File: src/rtl/aes_core_scheduler.sv
// Shares one combinational AES cipher core between two requesters and returns tagged responses.
// Optional build macro AES_STRICT_PRIO_EN selects fixed priority (req0 wins) instead of round-robin.
module aes_core_scheduler #(
    parameter int unsigned SETTLE_CYC = 4,
    parameter int unsigned CNT_W      = 16
) (
    input  logic             clk,
    input  logic             rst,
    input  logic             req0_valid,
    output logic             req0_ready,
    input  logic             req0_func,
    input  logic [0:127]     req0_key,
    input  logic [0:127]     req0_data,
    input  logic             req1_valid,
    output logic             req1_ready,
    input  logic             req1_func,
    input  logic [0:127]     req1_key,
    input  logic [0:127]     req1_data,
    output logic             core_func,
    output logic [0:127]     core_key,
    output logic [0:127]     core_data,
    input  logic [0:127]     core_cipher,
    output logic             rsp_valid,
    input  logic             rsp_ready,
    output logic             rsp_id,
    output logic [0:127]     rsp_data,
    output logic             busy,
    output logic [CNT_W-1:0] ops_cnt
);

    typedef enum logic [1:0] {StIdle, StWait, StResp} state_e;

    localparam logic [7:0] CntLoad = 8'(SETTLE_CYC - 1);

    state_e             state_q, state_d;
    logic [7:0]         cnt_q;
    logic               granted_id_q;
    logic               grant0, grant1, grant_any, grant_ok;
    logic               core_func_q;
    logic [0:127]       core_key_q, core_data_q;
    logic               rsp_valid_q, rsp_id_q;
    logic [0:127]       rsp_data_q;
    logic [CNT_W-1:0]   ops_cnt_q;
`ifndef AES_STRICT_PRIO_EN
    logic               last_grant_q;
`endif

    assign grant_any = grant0 | grant1;

    always_ff @(posedge clk or posedge rst) begin
        if (rst) begin
            state_q <= StIdle;
        end else begin
            state_q <= state_d;
        end
    end

    always_comb begin
        state_d = state_q;
        unique case (state_q)
            StIdle: if (grant_any) state_d = StWait;
            StWait: if (cnt_q == 8'd0) state_d = StResp;
            StResp: if (rsp_ready) state_d = grant_any ? StWait : StIdle;
            default: state_d = StIdle;
        endcase
    end

    // Grant is gated by rst so nothing is accepted while the block is held in reset.
    always_comb begin
        grant_ok = !rst && ((state_q == StIdle) || ((state_q == StResp) && rsp_ready));
        grant0   = 1'b0;
        grant1   = 1'b0;
        if (grant_ok) begin
`ifdef AES_STRICT_PRIO_EN
            grant0 = req0_valid;
            grant1 = req1_valid & ~req0_valid;
`else
            if (req0_valid && req1_valid) begin
                grant0 = last_grant_q;
                grant1 = ~last_grant_q;
            end else begin
                grant0 = req0_valid;
                grant1 = req1_valid;
            end
`endif
        end
        req0_ready = grant0;
        req1_ready = grant1;
        busy       = (state_q != StIdle);
    end

    always_ff @(posedge clk or posedge rst) begin
        if (rst) begin
            cnt_q        <= 8'd0;
            granted_id_q <= 1'b0;
            core_func_q  <= 1'b0;
            core_key_q   <= '0;
            core_data_q  <= '0;
            rsp_valid_q  <= 1'b0;
            rsp_id_q     <= 1'b0;
            rsp_data_q   <= '0;
            ops_cnt_q    <= '0;
`ifndef AES_STRICT_PRIO_EN
            last_grant_q <= 1'b1;
`endif
        end else begin
            if (grant_any) begin
                core_func_q  <= grant1 ? req1_func : req0_func;
                core_key_q   <= grant1 ? req1_key  : req0_key;
                core_data_q  <= grant1 ? req1_data : req0_data;
                cnt_q        <= CntLoad;
                granted_id_q <= grant1;
`ifndef AES_STRICT_PRIO_EN
                last_grant_q <= grant1;
`endif
            end
            if (state_q == StWait) begin
                if (cnt_q == 8'd0) begin
                    rsp_data_q  <= core_cipher;
                    rsp_id_q    <= granted_id_q;
                    rsp_valid_q <= 1'b1;
                end else begin
                    cnt_q <= cnt_q - 8'd1;
                end
            end
            if ((state_q == StResp) && rsp_valid_q && rsp_ready) begin
                rsp_valid_q <= 1'b0;
                ops_cnt_q   <= ops_cnt_q + CNT_W'(1);
            end
        end
    end

    assign core_func = core_func_q;
    assign core_key  = core_key_q;
    assign core_data = core_data_q;
    assign rsp_valid = rsp_valid_q;
    assign rsp_id    = rsp_id_q;
    assign rsp_data  = rsp_data_q;
    assign ops_cnt   = ops_cnt_q;

endmodule
File: config.mk
export PLATFORM = sky130hd
export DESIGN_NAME = aes_core_scheduler
export DESIGN_NICKNAME = d
export VERILOG_FILES = /design/src/rtl/aes_core_scheduler.sv
export SDC_FILE = /design/constraint.sdc
export NUM_CORES = 1
export LEC_CHECK = 0
export ABC_CLOCK_PERIOD_IN_PS = 17160
export BUFFER_PORTS_ARGS = -buffer_cell sky130_fd_sc_hd__buf_2
export CORE_AREA = 2 2 414 416
export CTS_BUF_LIST = sky130_fd_sc_hd__clkbuf_16
export DETAILED_ROUTE_END_ITERATION = 6
export DIE_AREA = 0 0 416 418
export PLACE_DENSITY = 0.34
export SYNTH_ARGS = -nofsm -noshare
export SYNTH_HDL_FRONTEND = slang
export SYNTH_SLANG_ARGS = --single-unit
export TNS_END_PERCENT = 10
File: constraint.sdc
create_clock -name clk -period 17.16 [get_ports clk]
set_input_delay 1.716 -clock clk [delete_from_list [all_inputs] [get_ports clk]]
set_output_delay 1.716 -clock clk [all_outputs]
set_load 0.05 [all_outputs]
## Word-level counts from Yosys, hierarchy flattened

Index checks and enable logic that the tools add are counted.
W data, S select, Z words.

| operators by class | value |
|---|---|
| add/subtract/negate cells | 2 |
| eq/ne operators | 5 |
| mux-type cells | 18 |
| bitwise logic cells | 2 |
| reductions and logical operators | 15 |

Operators by type and width:

| cell | count |
|---|---|
| $mux W128 | 2 |
| $mux W8 | 3 |
| $add A16 B1 Y16 const B | 1 |
| $mux W1 | 9 |
| $logic_not A8 Y1 | 1 |
| $sub A8 B1 Y8 const B | 1 |
| $mux W2 | 3 |
| $pmux W2 S3 | 1 |
| $reduce_bool A2 Y1 | 3 |
| $logic_and A1 B1 Y1 | 5 |
| $ne A2 B2 Y1 const B | 2 |
| $reduce_and A2 Y1 | 2 |
| $reduce_and A3 Y1 | 1 |
| $eq A2 B1 Y1 const B | 1 |
| $eq A2 B2 Y1 const B | 1 |
| $logic_not A2 Y1 | 1 |
| $ne A2 B1 Y1 const B | 1 |
| $logic_not A1 Y1 | 1 |
| $logic_or A1 B1 Y1 | 1 |
| $not A1 Y1 | 1 |
| $or A1 B1 Y1 | 1 |

| word-level totals | value |
|---|---|
| flip-flop bits (word level) | 415 |
| input port bits | 647 |
| output and inout port bits | 406 |

## Longest topological paths before layout

| depth | value |
|---|---|
| word-level depth | 9 |
| depth in mapped cells | 7 |

## Worst setup path after synthesis

No wires, ideal clock.

| timing | value |
|---|---|
| path type | input-to-output |
| start | input rsp_ready |
| end | output req1_ready |
| data arrival time | 2.791 ns |
| data required time | 15.444 ns |
| path slack | 12.653 ns |
| cell stages on the path | 4 |
| cell sequence | nand2b_1 > nand4_2 > inv_2 > clkbuf_1 |

| between the ends | value |
|---|---|
| longest elaborated chain between the ends | 4 |

Ends and longest elaborated chain:

| item | line | RTL |
|---|---|---|
| start, declared | 24 | `input logic rsp_ready,` |
| $logic_and A1 B1 Y1 | 70 | `grant_ok = !rst && ((state_q == StIdle) \|\| ((state_q == StResp) && rsp_ready));` |
| $logic_or A1 B1 Y1 | 70 |  |
| $logic_and A1 B1 Y1 | 70 |  |
| $mux W1 | 73 | `if (grant_ok) begin` |
| end, declared | 15 | `output logic req1_ready,` |

No other way between the ends.

## Worst setup path in the final report

Same ends and word-level chain as after synthesis.

==> reports/metrics.cfg <==
[status]
status = completed

[yosys]
synth_commonest_cells = 531 x nand2_1, 414 x dfrtp_1, 262 x nor2_1
muxShareOfSynthArea = 0.1016
synth.area.top_cells = dfrtp_1 58%, nand2_1 11%, a31oi_1 9.0%
synthFlopType = dfrtp_1
avgSynthCellArea_um2 = 9.950
syn_inst = 1804
synth_top_family_by_area = simple AND/OR/NAND/NOR gates
synth_top_area_frac = 0.5772
syn_area_um2 = 17950
yosysTopAreaCell = dfrtp_1
synth_seq_cells = 415
yosys.cell_count.top_type = nand2_1
synth-compound-area-share = 0.09382
yosysWarnings = 0
async_reset_ff_frac = 1.000
yosysSeqAreaShare = 0.5786
synth_xor_area_frac = 0.007319
synthesis.nets = 2454
synth-simple-area-share = 0.1804
yosysUniqueCellTypes = 39
synth_adder_area_share = 0.002091
synth_enable_flop_cells = 0

[grt]
grt_usage = 0.1064
grt_pass1_vias = 17200
grt_max_degree = 195
antenna_found_initial = 49
gr-total-overflow = 0
grt_first_pass_wirelength_mm = 133.0

[worst_setup_path]
crit_top_cell = buf_2
path_max_fanout = 88
cp-endpoint = req1_ready
end_kind = output pin
worst_setup_path_start_kind = primary input
crit_start = rsp_ready
reg2regPathDepth = 6
critPathSlowestCell = inv_8
cp.arrival_ns = 3.49
reg2reg_slack_ns = 12.72
required_ns = 15.44
path_cells = buf_2, nand2b_1, nand4_4, buf_4, inv_8, buf_2
r2r-start = state_q[0]$_DFFE_PP0P_
timing.rr.end = core_key[59]$_DFFE_PP0P_
worst-setup-path-type = in2out
slowest_delay_ns = 0.48

[clock_network]
cts_buffers = 57
post_cts_buffers = 0
clkLatencyLatePin_ns = 0.65
clockRootBuffer = clkbuf_16
clk_path_buf_depth = 3
cts_hold_buf = 0
clk_pin_slew_worst_paths_ns = 0.05
numClockSinks = 415
cts_resized = 0
h-tree-depth = 2
cts_tree = built

[sta]
drv_slew = 0
grt_setup_unrepaired = false
fmax_ghz = 0.1921
setup_tns_ns = 0
fin_ws_ns = 11.95
tightestPinTransition_ns = 0.9942
final.period_utilization = 0.3034
setup-violations-final = 0
worst_slew_margin_rel = 0.3372
final_hold_viol_count = 0
fin_worst_skew_ns = 0.02376
min_period_ns = 5.207

[cells_and_area]
nNetsFinal = 3455
area_growth_pct = 52.45
num-fill-cells = 19310
drive_gt1_frac = 0.4493

[floorplan]
start_util = 0.1062
core-area_um2 = 169100
fp-row-count = 151
boundaryPins = 1053
die-area_um2 = 173900
die_w_um = 416
die_h_um = 418

[detailed_routing]
drt_iter0_drc = 915
wirelength_mm = 97.24
ant_nets = 0
drc = 0
vias = 17290
viasPerCell = 3.406
first_pass_iters = 6
wire_per_inst_um = 19.15

[placed_design]
gp_congestion = 0.8919
numPortBuffers = 1052
dp_slack_ns = 11.48
dp.final_hpwl_mm = 75.40

[power]
leakagePower_uw = 0.01305
max-vdd-ir-drop_mv = 0.09770
p_per_area_nw_per_um2 = 223.9

[run]
max_cap_viol_count = 0

[hold_path]
min_path_type = reg2reg

placed cells by master, fill, tap and decap left out, types with 2 or more instances in the layout:
cell | synthesis | final
a21oi_1 | 4 | 4
a31o_2 | 2 | 2
a31oi_1 | 257 | 257
and4_1 | 2 | 2
buf_12 | 0 | 2
buf_2 | 42 | 1052
buf_4 | 0 | 18
bufinv_16 | 0 | 4
clkbuf_16 | 0 | 58
clkinv_1 | 0 | 11
clkinv_2 | 0 | 3
dfrtp_1 | 414 | 414
diode_2 | 0 | 8
ha_1 | 3 | 3
inv_1 | 8 | 32
inv_6 | 0 | 2
inv_8 | 0 | 2
mux2_2 | 41 | 41
mux2_4 | 88 | 88
mux2i_1 | 4 | 4
nand2_1 | 531 | 531
nand2b_1 | 3 | 3
nand3_1 | 11 | 11
nand4_1 | 4 | 4
nand4b_1 | 3 | 3
nor2_1 | 262 | 262
nor3_1 | 2 | 2
nor3b_1 | 2 | 2
nor4_1 | 3 | 3
or2_2 | 2 | 2
xnor2_1 | 11 | 11
xor2_1 | 4 | 4
worst min-delay path by stage:
stage / from / end / slack, ns / depth (start not counted)
floorplan: last_grant_q$_DFFE_PP1P_ / last_grant_q$_DFFE_PP1P_ / 0.45 / 2
global placement: ops_cnt[15]$_DFFE_PP0P_ / ops_cnt[15]$_DFFE_PP0P_ / 0.47 / 1
detailed placement: rsp_data[82]$_DFFE_PP0P_ / rsp_data[82]$_DFFE_PP0P_ / 0.49 / 1
CTS: last_grant_q$_DFFE_PP1P_ / last_grant_q$_DFFE_PP1P_ / 0.49 / 2
global route: last_grant_q$_DFFE_PP1P_ / last_grant_q$_DFFE_PP1P_ / 0.50 / 2
finish: ops_cnt[14]$_DFFE_PP0P_ / ops_cnt[14]$_DFFE_PP0P_ / 0.49 / 1
flip-flops by register name (all words and copies together) (netlist names):
name,count
core_data,128
core_key,128
rsp_data,128
ops_cnt,16
cnt_q,8
state_q,2
core_func,1
granted_id_q,1
last_grant_q,1
rsp_id,1
rsp_valid,1
cell families after synthesis:
family / count (synthesis)
AND/OR/NAND/NOR: 831
flip-flops: 415
AO/OA/AOI/OAI: 268
buffers and inverters: 139
multiplexers: 133
XOR/XNOR: 15
adder cells (fa/ha/maj): 3
critical path, delay by kind of cell:
family        cells  cell delay, ns
buf+inv           4            1.30
simple gates      2            0.37
power breakdown:
| group | switching [uW] | leakage, uW | internal [uW] |
|---|---|---|---|
| Clock | 489 | 0.000950 | 665 |
| Sequential | 288 | 0.00470 | 1450 |
| Combinational | 2440 | 0.00740 | 793 |
final cells by class:
type,count,area (um^2),area share
Timing Repair Buffer,1072,5440,0.1988
Antenna cell,8,20.02,0.0007316
Clock inverter,47,311.5,0.01139
Clock buffer,58,1451,0.05304
Multi-Input combinational cell,1250,6930,0.2533
Inverter,9,48.80,0.001783
Tap cell,2218,2775,0.1014
Sequential cell,415,10390,0.3796
through the flow:
step / total power (uW) / instances / utilization / hold slack, ns / area, um^2
2_1_floorplan: 4050 / 1804 / - / 0.4464 / 17950
3_3_place_gp: 5025 / 4964 / 0.1513 / 0.4682 / 25580
3_5_place_dp: 5022 / 4964 / 0.1513 / 0.4856 / 25580
4_1_cts: 6230 / 5069 / 0.1617 / 0.4924 / 27340
5_1_grt: 6435 / 5076 / 0.1618 / 0.5046 / 27360
6_report: 6126 / 5077 / 0.1618 / 0.4915 / 27360
metal layers:
layer	vias up	GRT usage	wire length, um
met5	-	0	369
met4	60	0.03926	3400
met3	194	0.03671	7587
met2	667	0.1781	47610
met1	8273	0.1251	38270
li1	8097	-	-
Note: power is estimated with default switching activity, not from simulation.
